### src/rtl/serial_frame_rx_if.sv
// Serial receiver bundle: serial line and ack in, parallel word plus status out.
`default_nettype none

interface serial_frame_rx_if #(
  parameter int WIDTH = 8
);
  logic             din;
  logic             dout_ack;
  logic [WIDTH-1:0] dout;
  logic             dout_valid;
  logic             parity_err;
  logic             frame_err;
  logic             overrun;
  logic             busy;

  // Receiver side: samples the line, presents the word.
  modport master (
    input  din,
    input  dout_ack,
    output dout,
    output dout_valid,
    output parity_err,
    output frame_err,
    output overrun,
    output busy
  );

  // Line driver / word consumer side.
  modport slave (
    output din,
    output dout_ack,
    input  dout,
    input  dout_valid,
    input  parity_err,
    input  frame_err,
    input  overrun,
    input  busy
  );
endinterface

`default_nettype wire

### src/rtl/serial_frame_rx.sv
// ---------------------------------------------------------------------------
// serial_frame_rx : one-bit-per-clock framed serial receiver (LSB first)
// Rev 1.0
// ---------------------------------------------------------------------------
`default_nettype none

module serial_frame_rx #(
  parameter int WIDTH     = 8,
  parameter bit PARITY_EN = 1'b1
) (
  input  logic               clk,
  input  logic               rst,
  serial_frame_rx_if.master  bus
);

  localparam int             CW   = $clog2(WIDTH);
  localparam logic [CW-1:0]  LAST = CW'(WIDTH - 1);

  typedef enum logic [2:0] {
    S_IDLE   = 3'd0,
    S_DATA   = 3'd1,
    S_PARITY = 3'd2,
    S_STOP   = 3'd3,
    S_BREAK  = 3'd4
  } state_t;

  state_t           state;
  state_t           state_next;
  logic [WIDTH-1:0] shreg;
  logic [CW-1:0]    count;
  logic             par_bit;

  logic [WIDTH-1:0] word;
  logic             word_valid;
  logic             word_perr;
  logic             ferr;
  logic             ovr;

  logic             good_stop;
  logic             bad_stop;
  logic             take;
  logic             word_parity;

  assign take        = bus.dout_ack & word_valid;
  assign word_parity = PARITY_EN ? (^shreg ^ par_bit) : 1'b0;

  always_ff @(posedge clk or negedge rst) begin
    if (!rst) begin
      state <= S_IDLE;
    end else begin
      state <= state_next;
    end
  end

  always_comb begin
    state_next = state;
    good_stop  = 1'b0;
    bad_stop   = 1'b0;
    case (state)
      S_IDLE: begin
        if (!bus.din) state_next = S_DATA;
      end
      S_DATA: begin
        if (count == LAST) state_next = PARITY_EN ? S_PARITY : S_STOP;
      end
      S_PARITY: begin
        state_next = S_STOP;
      end
      S_STOP: begin
        if (bus.din) begin
          good_stop  = 1'b1;
          state_next = S_IDLE;
        end else begin
          bad_stop   = 1'b1;
          state_next = S_BREAK;
        end
      end
      // A line held low after a bad stop must return high before a new start is honoured.
      S_BREAK: begin
        if (bus.din) state_next = S_IDLE;
      end
      default: begin
        state_next = S_IDLE;
      end
    endcase
  end

  always_ff @(posedge clk or negedge rst) begin
    if (!rst) begin
      shreg   <= '0;
      count   <= '0;
      par_bit <= 1'b0;
    end else begin
      case (state)
        S_IDLE: begin
          count <= '0;
        end
        S_DATA: begin
          shreg[count] <= bus.din;
          count        <= count + CW'(1);
        end
        S_PARITY: begin
          par_bit <= bus.din;
        end
        default: begin
        end
      endcase
    end
  end

  // Ack and a fresh word on the same edge: the new word wins and overrun is cleared.
  always_ff @(posedge clk or negedge rst) begin
    if (!rst) begin
      word       <= '0;
      word_valid <= 1'b0;
      word_perr  <= 1'b0;
      ferr       <= 1'b0;
      ovr        <= 1'b0;
    end else begin
      ferr <= bad_stop;
      if (good_stop) begin
        word      <= shreg;
        word_perr <= word_parity;
      end
      if (good_stop) begin
        word_valid <= 1'b1;
      end else if (take) begin
        word_valid <= 1'b0;
      end
      if (take) begin
        ovr <= 1'b0;
      end else if (good_stop && word_valid) begin
        ovr <= 1'b1;
      end
    end
  end

  assign bus.dout       = word;
  assign bus.dout_valid = word_valid;
  assign bus.parity_err = word_perr;
  assign bus.frame_err  = ferr;
  assign bus.overrun    = ovr;
  assign bus.busy       = (state != S_IDLE);

endmodule

`default_nettype wire

### src/flat_wrapper.sv
// flat-port wrapper written by rule: the top's interface ports become plain ports
module serial_frame_rx_flat 
#(
  parameter int WIDTH     = 8,
  parameter bit PARITY_EN = 1'b1
)
  (clk, rst, bus_din, bus_dout_ack, bus_dout, bus_dout_valid, bus_parity_err, bus_frame_err, bus_overrun, bus_busy);
  serial_frame_rx_if #(.WIDTH(WIDTH)) bus_i ();
  input  logic clk;
  input  logic rst;
  input wire logic [$bits(bus_i.din)-1:0] bus_din;
  input wire logic [$bits(bus_i.dout_ack)-1:0] bus_dout_ack;
  output wire logic [$bits(bus_i.dout)-1:0] bus_dout;
  output wire logic [$bits(bus_i.dout_valid)-1:0] bus_dout_valid;
  output wire logic [$bits(bus_i.parity_err)-1:0] bus_parity_err;
  output wire logic [$bits(bus_i.frame_err)-1:0] bus_frame_err;
  output wire logic [$bits(bus_i.overrun)-1:0] bus_overrun;
  output wire logic [$bits(bus_i.busy)-1:0] bus_busy;
  assign bus_i.din = bus_din;
  assign bus_i.dout_ack = bus_dout_ack;
  assign bus_dout = bus_i.dout;
  assign bus_dout_valid = bus_i.dout_valid;
  assign bus_parity_err = bus_i.parity_err;
  assign bus_frame_err = bus_i.frame_err;
  assign bus_overrun = bus_i.overrun;
  assign bus_busy = bus_i.busy;
  serial_frame_rx #(.WIDTH(WIDTH), .PARITY_EN(PARITY_EN)) u_core (.clk(clk), .rst(rst), .bus(bus_i));
endmodule
### config.mk
export PLATFORM = sky130hd
export DESIGN_NAME = serial_frame_rx_flat
export DESIGN_NICKNAME = d
export VERILOG_FILES = /design/src/rtl/serial_frame_rx_if.sv /design/src/rtl/serial_frame_rx.sv /design/src/flat_wrapper.sv
export SDC_FILE = /design/constraint.sdc
export NUM_CORES = 1
export LEC_CHECK = 0
export CAP_MARGIN = 10
export CORE_MARGIN = 5
export CORE_UTILIZATION = 25
export CTS_CLUSTER_DIAMETER = 100
export DETAILED_ROUTE_END_ITERATION = 8
export GPL_TIMING_DRIVEN = 0
export SLEW_MARGIN = 20
export SYNTH_ARGS = -nofsm -noshare
export SYNTH_HDL_FRONTEND = slang
export SYNTH_SLANG_ARGS = --single-unit
### constraint.sdc
create_clock -name clk -period 3.7 [get_ports clk]
set_input_delay 0.74 -clock clk [delete_from_list [all_inputs] [get_ports clk]]
set_output_delay 0.74 -clock clk [all_outputs]
set_load 0.05 [all_outputs]
; Yosys cells after proc, flatten, opt, wreduce, memory -nomap -nowiden
; Cells that the tools add are included.
[classes]
magnitude_cmp = 2
multipliers = 0
add_sub_neg = 1
mux = 17
eq_ne = 8
n_bitwise = 2
n_reduce_logical = 9
div = 0
shifts = 0
[ops]
columns = op, n
row1 = 3-bit one-hot mux with 5 select lines, 1
row2 = 3-bit two-way mux, 4
row3 = 1-bit two-way mux, 9
row4 = 8-bit bitwise mux, 1
row5 = 8-bit XOR reduction, 1
row6 = 3-bit by 2-bit equality test with 1-bit output (second input constant), 2
row7 = 3-bit equality test (second input constant), 2
row8 = 3-bit one-hot mux with 2 select lines, 1
row9 = 2-bit nonzero test, 3
row10 = 3-bit by 4-bit less-than comparator with 1-bit output (second input constant), 1
row11 = 2-bit != test (second input constant), 2
row12 = 3-bit by 1-bit adder with 3-bit output (second input constant), 1
row13 = 1-bit demux with 3-bit select, 1
row14 = 3-bit by 1-bit equality test with 1-bit output (second input constant), 1
row15 = 3-bit by 1-bit greater-or-equal comparator with 1-bit output (second input constant), 1
row16 = 3-bit logical NOT, 1
row17 = 3-bit AND reduction, 1
row18 = 3-bit nonzero test, 1
row19 = 1-bit logical AND, 2
row20 = 2-bit by 1-bit != test with 1-bit output (second input constant), 1
row21 = 1-bit AND, 1
row22 = 1-bit bitwise XOR, 1
[totals]
rom_bits = 0
ff_bits = 27
ram_bits = 0
out_inout_bits = 13
latch_bits = 0
mem_count = 0

; Logic depth before layout (Yosys ltp)
[depth]
depth_word = 5
ltp_mapped = 5

; Least setup slack after synthesis
; OpenSTA, ideal clock, no wires.
[synth_path]
path_kind = register -> output
startpoint = register u_core.state[1]
endpoint = output port bus_busy
setup_slack_ps = 1778
path_buffers = 1
arrival_ps = 1182
t_required_ps = 2960
path_stages_with_launch = 3
path_cell_list = dfrtp_1 -> buf_2 -> or3_1
[synth_via]
elab_chain_len = 1
[synth_rtl]
columns = item, line
row1 = "start, declared", serial_frame_rx.sv:27  ; state_t state;
row2 = "start signal, assigned", serial_frame_rx.sv:51  ; state <= state_next;
row3 = 3-bit nonzero test, serial_frame_rx.sv:143  ; assign bus.busy = (state != S_IDLE);
row4 = "end, declared", flat_wrapper.sv:18  ; output wire logic [$bits(bus_i.busy)-1:0] bus_busy;
; No other way between the ends.

; Worst setup path after layout
; Same ends and word-level chain as after synthesis.

==> flow_metrics.tcl <==
set metrics [dict create \
    status "finished clean" \
    viasPerCell 4.13 \
    coreArea_mm2 0.00507 \
    postSynthCellCount 99 \
    synth_fa_ha_area_share_pct 1.94 \
    clock_path_buffers 2 \
    min_period_over_period_pct 75.1 \
    syn-num-nets 105 \
    synthMuxAreaShare_pct 16.9 \
    vias 781 \
    p_leak_uw 0.000695 \
    final_antenna_net_count 0 \
    hpwlAfterDp_mm 1.62 \
    crit_path_start_kind "flip-flop" \
    path_cells "buf_2, or3_1, clkdlybuf4s50_1" \
    postLayoutSetupSlackWorst_ns 0.921 \
    power.density_mw_per_mm2 944 \
    pre_cts_slack_ns 1.24 \
    dr.pass1.iters 4 \
    routed_wl_mm 2.13 \
    synth_compound_area_share_pct 4.55 \
    synth_cell_types 30 \
    area_growth_pct 22.6 \
    wl_per_cell_um 11.3 \
    grt-ovfl-total 0 \
    synth_area_per_cell_um2 13.0 \
    rsz0062_at_grt "no" \
    drv_cap 0 \
    cts-root-buf "clkbuf_8" \
    worst_path_largest_cell_delay_ns 0.71 \
    htreeDepth 1 \
    finalPower_uw 1490 \
    critical-path-slowest-cell "clkdlybuf4s50_1" \
    fp.dieW_um 81.9 \
    insertion_delay_ns 0.27 \
    ir_drop_mv 0.240 \
    fin_setup_tns_ns 0 \
    cp.required_ns 2.96 \
    first_global_vias 816 \
    ys_ff_latch 27 \
    syn_area_mm2 0.00129 \
    timing.rr.start "u_core.state[1]" \
    tritoncts "yes" \
    remaining_drc_errors 0 \
    cp_max_fo 10 \
    final_hold_viol_count 0 \
    antenna_found_initial 0 \
    cp_data_arrival_time_ns 2.04 \
    worst_pin_slew_ns 0.584 \
    synthXorXnorAreaFrac_pct 5.81 \
    fmax_ghz 0.360 \
    period_needed_ns 2.78 \
    clkSlewWorstSetupHoldPaths_ns 0.09 \
    fillers 518 \
    postLayoutCoreUtil_pct 31.2 \
    synthSimpleGateAreaFrac_pct 15.2 \
    fp-row-count 26 \
    antenna_cells 0 \
    crit_family "buffers and inverters" \
    grt_pass1_wl_mm 3.66 \
    reg2reg_depth 3 \
    setup_viol 0 \
    cts_sinks 27 \
    r2r-end "u_core.shreg[6]" \
    gp_congestion 0.856 \
    slew_headroom_pct 61.1 \
    endpoint "bus_busy" \
    fin_worst_skew_ns 0.00741 \
    layout_common_cells "dfrtp_1 (27), clkdlybuf4s50_1 (15), mux2_1 (10), nand2_1 (10), mux2_4 (7)" \
    cts_resized 0 \
    cts_buffers 3 \
    worstSetupPathType "flip-flop to primary output" \
    yosysSeqAreaShare_pct 52.3 \
    io_pins 17 \
    start_util_pct 25.4 \
    cp.depth 3 \
    yosysWarnings 0 \
    synth_top_family_by_area "multiplexers" \
    startpoint "u_core.state[1]" \
    fin_nets 126 \
    track_usage_pct 7.08 \
    cp_num_buf_inv 2 \
    final_common_cell "dfrtp_1" \
    layout-drive-gt1-share_pct 17.6 \
    postCtsSetupBuffers 0 \
    place.port_buffers 16 \
    hold_buffers 0 \
    end_kind "primary output" \
    die_h_um 81.9 \
    min_path_type "input port to asynchronous set/reset pin" \
    dieArea_mm2 0.00670 \
    regToRegSetupSlack_ns 2.25 \
    slew_viol_final 0 \
    drtIter0Drc 30 \
    grt_max_degree 28 \
]
-- logic make-up (layout without fill, tap and decap cells) --
kind of cell    after synthesis  after routing
flops                        27             27
fa+ha+maj                     2              2
simple gates                 30             30
compound gates               10             10
mux                          17             17
xor+xnor                      7              7
buf+inv                       6             26
-- synthesized netlist by cell type --
cell type   n  share of area (%)
nand3_1     4                1.6
xor2_1      2                1.4
o21a_1      1               0.58
mux2_1     10                8.7
o21ai_1     1               0.39
nand4b_4    1                1.8
buf_4       1               0.58
nor4b_4     1                1.8
buf_6       2                1.7
nor2b_1     2               0.97
a21oi_1     2               0.78
xnor2_1     4                2.7
nor2_2      1               0.48
nand2_1    10                2.9
inv_1       1               0.29
nand3b_1    2                1.2
buf_2       1               0.39
dfrtp_1    27                 52
mux2_4      7                8.1
nor2_1      4                1.2
xnor3_1     1                1.7
a2bb2oi_1   1               0.68
nand2b_1    2               0.97
a211oi_1    1               0.58
or3_1       1               0.48
o21ai_0     4                1.6
clkbuf_1    1               0.29
ha_1        2                1.9
nor3b_2     1               0.97
and3_4      1               0.87
-- final cells by class --
type	count	area, um^2	area share (%)
clock inverters	1	7.51	0.474
inverters	1	3.75	0.237
plain buffers	5	38.8	2.45
repair buffers	16	155	9.80
well taps	70	87.6	5.53
clock buffers	3	41.3	2.61
flip-flops and latches	27	676	42.7
multi-input cells	66	573	36.2
-- metrics by stage --
step           cell area, um^2  hold WS (ns)  cells
2_1_floorplan             1290         0.444     99
3_3_place_gp              1540         0.456    185
3_5_place_dp              1530         0.482    185
4_1_cts                   1580         0.479    189
5_1_grt                   1580         0.509    189
6_report                  1580         0.454    189
-- worst min-delay path by stage --
stage                           from                    end  slack, ns  depth (start not counted)
6_report                         rst     u_core.bus.dout[6]       0.45                          1
5_1_grt                          rst  u_core.bus.parity_err       0.51                          1
4_1_cts                          rst     u_core.bus.dout[4]       0.48                          1
3_5_place_dp   u_core.bus.dout_valid     u_core.bus.overrun       0.48                          1
3_3_place_gp   u_core.bus.dout_valid     u_core.bus.overrun       0.46                          1
2_1_floorplan                    rst     u_core.bus.dout[0]       0.44                          0
-- report_power, final --
| group | internal (uW) | total (uW) | switching (uW) |
|---|---|---|---|
| logic | 391 | 794 | 403 |
| clock network | 76.4 | 168 | 91.6 |
| registers | 422 | 532 | 110 |
| total | 890 | 1490 | 605 |
-- sequential cells by signal, indices dropped and copies added (netlist names) --
register,cells
u_core.bus.parity_err,1
u_core.bus.dout_valid,1
u_core.bus.overrun,1
u_core.par_bit,1
u_core.count,3
u_core.bus.frame_err,1
u_core.state,3
u_core.shreg,8
u_core.bus.dout,8
-- worst register-to-register path: stages, from the launching register on --
cell	delay, ns
dfrtp_1	0.47
nor4b_4	0.41
nand3_1	0.15
mux2_4	0.31
-- metal layers --
| layer | vias up | global-route usage (%) | wire [um] |
|---|---|---|---|
| li1 | 381 | - | - |
| met1 | 374 | 8.66 | 948 |
| met2 | 19 | 11.2 | 992 |
| met3 | 7 | 1.75 | 137 |
| met4 | 0 | 4.15 | 50 |
| met5 | - | 0 | 0 |
Note: power is estimated with default switching activity, not from simulation.
==> patch, RTL diff (same flow settings) <==
`PARITY_EN` is set to 1'b1 in 2 places; all go to 1'b0.
--- a/src/rtl/serial_frame_rx.sv
+++ b/src/rtl/serial_frame_rx.sv
@@ -7,5 +7,5 @@
 module serial_frame_rx #(
   parameter int WIDTH     = 8,
-  parameter bit PARITY_EN = 1'b1
+  parameter bit PARITY_EN = 1'b0
 ) (
   input  logic               clk,
--- a/src/flat_wrapper.sv
+++ b/src/flat_wrapper.sv
@@ -3,5 +3,5 @@
 #(
   parameter int WIDTH     = 8,
-  parameter bit PARITY_EN = 1'b1
+  parameter bit PARITY_EN = 1'b0
 )
   (clk, rst, bus_din, bus_dout_ack, bus_dout, bus_dout_valid, bus_parity_err, bus_frame_err, bus_overrun, bus_busy);
Check against the original RTL: no difference found for any inputs over 10 cycles, from zero or initial values and one cycle with rst low; that may be too few to reach the edited logic, so the function may still have changed.
==> patch against the unedited design <==
- power shrank 15%
- largest cell class unchanged
- synthesized area shrank 15%
- sequential share of layout area grew 3.4 points
- wire length shrank 14%
- worst hold slack gained 0.0010 ns
- worst setup slack gained 0.041 ns
- cell area shrank 14%
- sequential cell count shrank 2
==> patch: results (changes against the unedited design) <==
[route]
dr.first_iter.drc_count=13  ; -57%
dr.pass1.iters=4  ; unchanged
wire_per_inst_um=11.52  ; +2.3%
viasPerCell=4.361  ; +5.5%
wl_um=1820  ; -14%

[critical_path]
crit_start=u_core.state[1]
reg2reg_from=u_core.state[0]
rr_worst_depth=4  ; +1
critPathArrivalTime_ns=2.00  ; -0.04 ns
r2r_end=u_core.bus.dout[7]
critPathMaxFanout=10  ; unchanged

[sta]
worstMarginPinSlew_ns=0.5419  ; -0.04182 ns
skew_ns=0.001025  ; -0.006383 ns
fin_setup_tns_ns=0  ; unchanged
max_freq_ghz=0.3653  ; +1.5%

[place]
hpwlAfterDp_um=1428  ; -12%
place_congestion=0.7158  ; -16%
dpl-instance-area_mm2=0.001319  ; -14%
dpl.cell_count=154  ; -17%
place_ws_ns=1.236  ; -0.008790 ns
io_buffers=15  ; -1

[clock_network]
cts_buffer_depth=2  ; unchanged
cts_resized=0  ; unchanged

[global_routing]
track_usage_pct=7.043  ; -0.041 points
grt_pass1_vias=758  ; -7.1%
grt_pass1_wl_um=3408  ; -7.0%
grt_max_degree=26  ; -7.1%

[finish]
drive_gt1_share_pct=28.30  ; +11 points
final_nets=113  ; -10%

[synthesis]
synth_seq_area_share_pct=56.69  ; +4.4 points
synthTopCellsByCount=dfrtp_1, mux2_2, nand2_1
syn_inst=87  ; -12%
synthesis.nets=93  ; -11%
synth_cell_types=26  ; -13%
synthArstFlopShare_pct=100.0  ; unchanged
yosys-top-cells-area=dfrtp_1, mux2_2, nand2_1

[pwr]
p_leak_uw=0.0005860  ; -16%
peakVddDrop_mv=0.3246  ; +35%

[run_status]
outcome=finished clean

==> patch: changes by cell type after synthesis, sizes merged, moves of 2 or more <==
| cell | change |
|---|---|
| xnor2 | -4 |
| xor2 | -2 |
| nand3b | -2 |
| dfrtp | -2 |
==> patch: routing by layer <==
| layer | track usage, % | routed length (µm) | up-vias |
|---|---|---|---|
| met1 | 8.352 | 807 | 345 |
| met5 | 0 | 0 | - |
| li1 | - | - | 334 |
| met2 | 12.41 | 959 | 8 |
| met4 | 2.622 | 18 | 0 |
| met3 | 1.418 | 36 | 2 |
==> patch: cell families after synthesis <==
family	count (synthesis)	synth area share (%)
AOI/OAI and AO/OA	8	4.196
adders and majority gates	2	2.267
buffers and inverters	6	3.513
DFF	25	56.69
muxes	17	17.69
other	1	0.3398
and+or+nand+nor	28	15.31
==> patch: final cells by class <==
type / count / area (µm²)
plain buffers: 5 / 35.03
clock buffers: 4 / 45.04
fillers: 451 / 2965
inverters: 1 / 3.754
multi-input cells: 56 / 439.2
flip-flops and latches: 25 / 625.6
well taps: 52 / 65.06
repair buffers: 15 / 145.1
==> patch: where the power goes <==
part           switching (µW)  internal, µW
sequential               81.4           396
combinational             360           282
clock                    76.6          76.7
==> patch: worst min path at each step <==
stage | to | slack [ns] | depth (start not counted)
floorplan | u_core.bus.dout[0] | 0.44 | 0
global route | u_core.shreg[6] | 0.50 | 1
CTS | u_core.bus.overrun | 0.51 | 1
detailed placement | u_core.bus.dout[4] | 0.49 | 1
finish | u_core.shreg[6] | 0.45 | 1
global placement | u_core.bus.overrun | 0.48 | 1
==> patch: worst max-delay path, cell delays in order (launching register included) <==
cell             delay (ns)
dfrtp_1                0.45
buf_2                  0.21
or3_1                  0.37
clkdlybuf4s50_1        0.71
